$ cat config.mk
export PLATFORM = sky130hd
export DESIGN_NAME = unidad_fetch_flat
export DESIGN_NICKNAME = d
export VERILOG_FILES = /design/src/rtl/unidad_fetch_pkg.sv /design/src/rtl/unidad_fetch_if.sv /design/src/rtl/unidad_fetch_registro_pc.sv /design/src/rtl/unidad_fetch.sv /design/src/flat_wrapper.sv
export SDC_FILE = /design/constraint.sdc
export NUM_CORES = 1
export LEC_CHECK = 0
export ABC_CLOCK_PERIOD_IN_PS = 5850
export CAP_MARGIN = 5
export CORE_ASPECT_RATIO = 1.25
export CORE_MARGIN = 5
export CORE_UTILIZATION = 35
export CTS_CLUSTER_SIZE = 10
export DETAILED_ROUTE_END_ITERATION = 8
export GPL_TIMING_DRIVEN = 0
export MAX_ROUTING_LAYER = met4
export SETUP_SLACK_MARGIN = 0.2
export SLEW_MARGIN = 15
export SYNTH_ARGS = -nofsm -noshare
export SYNTH_HDL_FRONTEND = slang
export SYNTH_HIERARCHICAL = 1
export SYNTH_SLANG_ARGS = --single-unit
$ cat constraint.sdc
create_clock -name clk -period 5.85 [get_ports clk]
set_clock_uncertainty 0.15 [all_clocks]
set_input_delay 1.17 -clock clk [delete_from_list [all_inputs] [get_ports clk]]
set_output_delay 1.17 -clock clk [all_outputs]
set_load 0.03 [all_outputs]
$ cat src/rtl/unidad_fetch_pkg.sv
// Shared definitions for the instruction-fetch stage: state encoding,
// opcode field bounds and default widths/reset address.
package unidad_fetch_pkg;

    localparam int PC_W_DEF    = 32;
    localparam int INSTR_W_DEF = 32;

    localparam logic [31:0] RESET_PC_DEF = 32'h0000_0000;

    localparam int OPCODE_HI = 31;
    localparam int OPCODE_LO = 26;

    localparam logic [1:0] STATE_IDLE  = 2'd0;
    localparam logic [1:0] STATE_FETCH = 2'd1;
    localparam logic [1:0] STATE_STALL = 2'd2;
    localparam logic [1:0] STATE_ERROR = 2'd3;

endpackage

$ cat src/rtl/unidad_fetch_if.sv
// Bundle of the fetch stage's memory-side handshake and IF/ID-side signals.
// master = fetch stage, slave = memory/decode environment.
interface unidad_fetch_if #(
    parameter int PC_W    = 32,
    parameter int INSTR_W = 32
) ();

    logic               imem_req;
    logic [PC_W-1:0]    imem_addr;
    logic               imem_ready;
    logic [INSTR_W-1:0] imem_rdata;

    logic               stall;
    logic               branch_taken;
    logic [PC_W-1:0]    branch_target;

    logic               id_valid;
    logic [INSTR_W-1:0] id_instr;
    logic [5:0]         id_opcode;
    logic [PC_W-1:0]    id_pc_plus4;
    logic               fetch_err;

    modport master (
        output imem_req, imem_addr,
        input  imem_ready, imem_rdata,
        input  stall, branch_taken, branch_target,
        output id_valid, id_instr, id_opcode, id_pc_plus4, fetch_err
    );

    modport slave (
        input  imem_req, imem_addr,
        output imem_ready, imem_rdata,
        output stall, branch_taken, branch_target,
        input  id_valid, id_instr, id_opcode, id_pc_plus4, fetch_err
    );

endinterface

$ cat src/rtl/unidad_fetch_registro_pc.sv
// Program counter register with load (redirect), increment-by-4 and hold.
// Arithmetic is modulo 2^PC_W; the wrap from the top word to 0 is silent.
module registro_pc #(
    parameter int              PC_W     = 32,
    parameter logic [PC_W-1:0] RESET_PC = '0
) (
    input  logic            clk,
    input  logic            rst,
    input  logic            load,
    input  logic [PC_W-1:0] loadVal,
    input  logic            inc,
    output logic [PC_W-1:0] pc,
    output logic [PC_W-1:0] pcPlus4
);

    assign pcPlus4 = pc + PC_W'(4);

    always_ff @(posedge clk) begin
        if (rst) begin
            pc <= RESET_PC;
        end else if (load) begin
            pc <= loadVal;
        end else if (inc) begin
            pc <= pcPlus4;
        end
    end

endmodule

$ cat src/rtl/unidad_fetch.sv
// Instruction-fetch stage: FSM, PC and IF/ID register feeding the control unit.
// Optional misaligned-redirect trap enabled by UNIDAD_FETCH_ALIGN_CHK_EN.
module unidad_fetch
    import unidad_fetch_pkg::*;
#(
    parameter int              PC_W     = PC_W_DEF,
    parameter int              INSTR_W  = INSTR_W_DEF,
    parameter logic [PC_W-1:0] RESET_PC = RESET_PC_DEF
) (
    input  logic          clk,
    input  logic          rst,
    unidad_fetch_if.master bus
);

    logic [1:0]         state;
    logic [1:0]         stateNext;
    logic               pcLoad;
    logic               pcInc;
    logic               idLoad;
    logic               idClear;
    logic               alignErr;
    logic [PC_W-1:0]    pc;
    logic [PC_W-1:0]    pcPlus4;

    logic               idValid_p1;
    logic [INSTR_W-1:0] idInstr_p1;
    logic [PC_W-1:0]    idPcPlus4_p1;

`ifdef UNIDAD_FETCH_ALIGN_CHK_EN
    assign alignErr      = (bus.branch_target[1:0] != 2'b00);
    assign bus.fetch_err = (state == STATE_ERROR);
`else
    assign alignErr      = 1'b0;
    assign bus.fetch_err = 1'b0;
`endif

    registro_pc #(
        .PC_W     (PC_W),
        .RESET_PC (RESET_PC)
    ) uRegistroPc (
        .clk     (clk),
        .rst     (rst),
        .load    (pcLoad),
        .loadVal (bus.branch_target),
        .inc     (pcInc),
        .pc      (pc),
        .pcPlus4 (pcPlus4)
    );

    // Redirect beats stall; stall freezes PC and IF/ID so an overlapping
    // memory response is simply refetched once the stall clears.
    always_comb begin
        stateNext = state;
        pcLoad    = 1'b0;
        pcInc     = 1'b0;
        idLoad    = 1'b0;
        idClear   = 1'b0;
        if (state != STATE_ERROR) begin
            if (bus.branch_taken) begin
                idClear = 1'b1;
                if (alignErr) begin
                    stateNext = STATE_ERROR;
                end else begin
                    pcLoad    = 1'b1;
                    stateNext = STATE_FETCH;
                end
            end else if (bus.stall && idValid_p1) begin
                stateNext = STATE_STALL;
            end else begin
                case (state)
                    STATE_IDLE:  stateNext = STATE_FETCH;
                    STATE_STALL: stateNext = STATE_FETCH;
                    STATE_FETCH: begin
                        if (bus.imem_ready) begin
                            idLoad = 1'b1;
                            pcInc  = 1'b1;
                        end else begin
                            idClear = 1'b1;
                        end
                    end
                    default: stateNext = state;
                endcase
            end
        end
    end

    always_ff @(posedge clk) begin
        if (rst) begin
            state <= STATE_IDLE;
        end else begin
            state <= stateNext;
        end
    end

    // IF/ID stage boundary
    always_ff @(posedge clk) begin
        if (rst) begin
            idValid_p1   <= 1'b0;
            idInstr_p1   <= '0;
            idPcPlus4_p1 <= '0;
        end else if (idClear) begin
            idValid_p1 <= 1'b0;
        end else if (idLoad) begin
            idValid_p1   <= 1'b1;
            idInstr_p1   <= bus.imem_rdata;
            idPcPlus4_p1 <= pcPlus4;
        end
    end

    assign bus.imem_req    = (state == STATE_FETCH);
    assign bus.imem_addr   = pc;
    assign bus.id_valid    = idValid_p1;
    assign bus.id_instr    = idInstr_p1;
    assign bus.id_opcode   = idInstr_p1[OPCODE_HI:OPCODE_LO];
    assign bus.id_pc_plus4 = idPcPlus4_p1;

endmodule

$ cat src/flat_wrapper.sv
// flat-port wrapper written by rule: the top's interface ports become plain ports
module unidad_fetch_flat import unidad_fetch_pkg::*;
#(
    parameter int              PC_W     = PC_W_DEF,
    parameter int              INSTR_W  = INSTR_W_DEF,
    parameter logic [PC_W-1:0] RESET_PC = RESET_PC_DEF
)
  (clk, rst, bus_imem_req, bus_imem_addr, bus_imem_ready, bus_imem_rdata, bus_stall, bus_branch_taken, bus_branch_target, bus_id_valid, bus_id_instr, bus_id_opcode, bus_id_pc_plus4, bus_fetch_err);
  unidad_fetch_if #(.PC_W(PC_W), .INSTR_W(INSTR_W)) bus_i ();
  input  logic clk;
  input  logic rst;
  output wire logic [$bits(bus_i.imem_req)-1:0] bus_imem_req;
  output wire logic [$bits(bus_i.imem_addr)-1:0] bus_imem_addr;
  input wire logic [$bits(bus_i.imem_ready)-1:0] bus_imem_ready;
  input wire logic [$bits(bus_i.imem_rdata)-1:0] bus_imem_rdata;
  input wire logic [$bits(bus_i.stall)-1:0] bus_stall;
  input wire logic [$bits(bus_i.branch_taken)-1:0] bus_branch_taken;
  input wire logic [$bits(bus_i.branch_target)-1:0] bus_branch_target;
  output wire logic [$bits(bus_i.id_valid)-1:0] bus_id_valid;
  output wire logic [$bits(bus_i.id_instr)-1:0] bus_id_instr;
  output wire logic [$bits(bus_i.id_opcode)-1:0] bus_id_opcode;
  output wire logic [$bits(bus_i.id_pc_plus4)-1:0] bus_id_pc_plus4;
  output wire logic [$bits(bus_i.fetch_err)-1:0] bus_fetch_err;
  assign bus_imem_req = bus_i.imem_req;
  assign bus_imem_addr = bus_i.imem_addr;
  assign bus_i.imem_ready = bus_imem_ready;
  assign bus_i.imem_rdata = bus_imem_rdata;
  assign bus_i.stall = bus_stall;
  assign bus_i.branch_taken = bus_branch_taken;
  assign bus_i.branch_target = bus_branch_target;
  assign bus_id_valid = bus_i.id_valid;
  assign bus_id_instr = bus_i.id_instr;
  assign bus_id_opcode = bus_i.id_opcode;
  assign bus_id_pc_plus4 = bus_i.id_pc_plus4;
  assign bus_fetch_err = bus_i.fetch_err;
  unidad_fetch #(.PC_W(PC_W), .INSTR_W(INSTR_W), .RESET_PC(RESET_PC)) u_core (.clk(clk), .rst(rst), .bus(bus_i));
endmodule
==> out/metrics.cfg <==
[status]
outcome=complete, no violations

[die]
floorplan.io_pins=174
floorplan.initialDensity_pct=35.3
area_of_the_die_sq_mm=0.0183
placementRows=51
placeableCoreArea_sq_mm=0.0155
floorplan.die.height_microns=150
die_x_microns=122

[timing]
tns_ns=0
final-hold-violation-count=0
finalCriticalPeriod_ns=3.81
setup_repair_after_global_routing_missed_its_margin=false
timing.max_slew.rel_slack_pct=38.5
finalMaxSlewViolations=0
finalSetupViolations=0
maxClockFrequency_mhz=262
measured_slew_at_the_worst_slew_check_pin_ns=0.913
fraction_of_the_cycle_the_final_worst_path_needs_pct=65.2

[power_and_ir_drop]
power.ir.vdd_worst_mv=0.114
pwr_density_cell_mw_per_mm2=216
totalPowerFinal_w=0.00168
static-leakage-power_nw=2.63

[detailed_routing]
vias_per_cell=4.93
routedWlPerCell_microns=16.4
detailed_route_wire_length_mm=16.5
drt_pre_antenna_iters=5
route.antenna.remaining_nets=0
post-route-drc-count=0
drt-initial-drc-count=242
routed-via-count=4986

[yosys]
synth.yosys.seq_area_share_pct=36.2
postSynthCellCount=612
synth_top_area_cell=dfxtp_1
synthFlopType=dfxtp_1
synth_cell_types=50
synth-edff-count=0
synth.top_cells.by_count=132 x nand2b_1, 99 x dfxtp_1, 68 x mux2i_1
avgSynthCellArea_sq_um=8.95
nets_in_the_synthesized_netlist=682
yosys.cell_count.top_type=nand2b_1
synth_largest_type_area_fraction_pct=36.2
yosys-top-cells-area=dfxtp_1 36%, nand2b_1 15%, mux2i_1 12%, xnor2_1 3.8%, nor2_1 2.5%
synthArstFlopShare_pct=0
synth-warning-count=6
post_synth_instance_area_sq_mm=0.00548
ys_seq_elements=99

[cts]
clock_sink_count=99
clock_latency_ns=0.34
cts-root-buf=clkbuf_16
cts_tree=yes
post_cts_resized=0
clk_path_buf_depth=2
cts_hold_buffers=0
cts_htree_levels=3
clkTransAtPathRegs_ns=0.07
number_of_buffers_created_by_cts=9
post_cts.repair.setup_buffers=0

[setup_path]
cp_max_fo=10
worstPathRequired_ns=5.95
crit_type=primary input to flip-flop
worstPathArrival_ns=3.92
end_kind=flip-flop
start_kind=primary input

[layout]
final_core_utilization_pct=50.1
final_net_count=864
drive_gt1_share_pct=6.38
finalNonFillerCells=1011
area.growth.synth_to_final_pct=41.8
antenna_cells_inserted=0

[global_routing]
grt_residual_overflow=0
wire_length_of_the_first_global_routing_pass_mm=26.3
grt_max_degree=17
grtUsageTotal_pct=18.5
number_of_global_route_vias_before_repair=5109
grt_antenna_before_repair=0

[placed_design]
place.gp.congestion=0.911
place.detailed.hpwl_mm=12.7
buffer_ports.inserted=171
numPlacedInstances=995

[job]
cap_viol_max_count=0

[min_path]
min_path_type=flip-flop to flip-flop

[registers in the layout (all words and copies together), names as in the netlist]
register                cells
u_core/bus.id_instr        32
u_core/bus.id_pc_plus4     32
u_core/bus.id_valid         1
u_core/state                2
u_core/uRegistroPc/pc      32
[cell families (layout without fill, tap and decap cells)]
family | Yosys count | in the layout | share of synthesized area (%)
simple gates | 280 | 280 | 29.8
flops | 99 | 99 | 36.2
buf+inv | 70 | 257 | 7.61
mux | 68 | 68 | 12.4
compound gates | 55 | 55 | 7.56
xor+xnor | 38 | 38 | 6.08
fa+ha+maj | 1 | 1 | 0.228
other cells | 1 | 1 | 0.0685
[per-layer routing]
| metal | vias up | global-route usage, % | routed length [microns] |
|---|---|---|---|
| met5 | - | - | 0 |
| met4 | 0 | 6.50 | 344 |
| met3 | 20 | 3.10 | 725 |
| met2 | 161 | 30.5 | 8130 |
| met1 | 2344 | 22.7 | 7340 |
| li1 | 2461 | - | - |
[power breakdown]
group | internal, W | switching [W] | leakage, nW
Clock | 0.000344 | 0.000272 | 0.148
Combinational | 0.000162 | 0.000164 | 1.67
Sequential | 0.000703 | 0.0000315 | 0.809
Total | 0.00121 | 0.000468 | 2.63
[critical path, stage by stage]
cell and delay (ns):
clkdlybuf4s50_1 0.46, inv_1 0.12, and4_4 0.22, buf_6 0.10, buf_4 0.20, clkbuf_1 0.40, nand4_1 0.30, clkbuf_1 0.30
or3_1 0.36, a311oi_1 0.27
[path summary, 6_finish.rpt]
kind	start	end	slack [ns]	cells past startpoint
min reg2reg	u_core/bus.id_instr[0]$_SDFFE_PP0P_	u_core/bus.id_instr[0]$_SDFFE_PP0P_	0.32	2
min	u_core/bus.id_instr[0]$_SDFFE_PP0P_	u_core/bus.id_instr[0]$_SDFFE_PP0P_	0.32	2
max reg2reg	u_core/state[0]$_SDFFE_PP0P_	u_core/uRegistroPc/pc[15]$_SDFFE_PP0N_	2.87	9
max	bus_branch_taken	u_core/uRegistroPc/pc[15]$_SDFFE_PP0N_	2.04	10
[cell type report]
cell class	count	area (sq um)
buffer	60	379
inverter	10	37.5
timing repair buffer	171	1710
multi-input combinational	443	3080
clock inverter	6	65.1
tap	212	265
fill	1538	7740
clock buffer	10	239
sequential	99	1980
[through the flow]
stage / hold slack [ns] / setup WS (ns) / cell area, sq um
floorplan: 0.333 / 2.71 / 5480
global placement: 0.310 / 1.79 / 7450
detailed placement: 0.311 / 1.70 / 7450
CTS: 0.329 / 2.07 / 7760
global route: 0.343 / 1.84 / 7760
finish: 0.321 / 2.04 / 7760
[cell usage in the layout (no fill, tap or decap), types with 3 or more instances in the layout]
cell,instances
nand4_1,14
clkbuf_16,9
clkbuf_1,34
o21ai_0,4
nor2b_1,3
nand2b_1,132
mux2i_1,68
nor2_1,36
buf_2,9
a311oi_1,14
xor2_1,14
nand3_1,21
buf_12,6
and3_1,6
dfxtp_1,99
a21oi_1,7
clkdlybuf4s50_1,171
nor3_1,5
and4_1,5
or3_1,6
inv_1,9
xnor2_1,24
nand2_1,24
o31ai_1,8
a211oi_1,10
buf_4,10
nor4_1,5
or4_1,9
(Power assumes the default switching activity.)
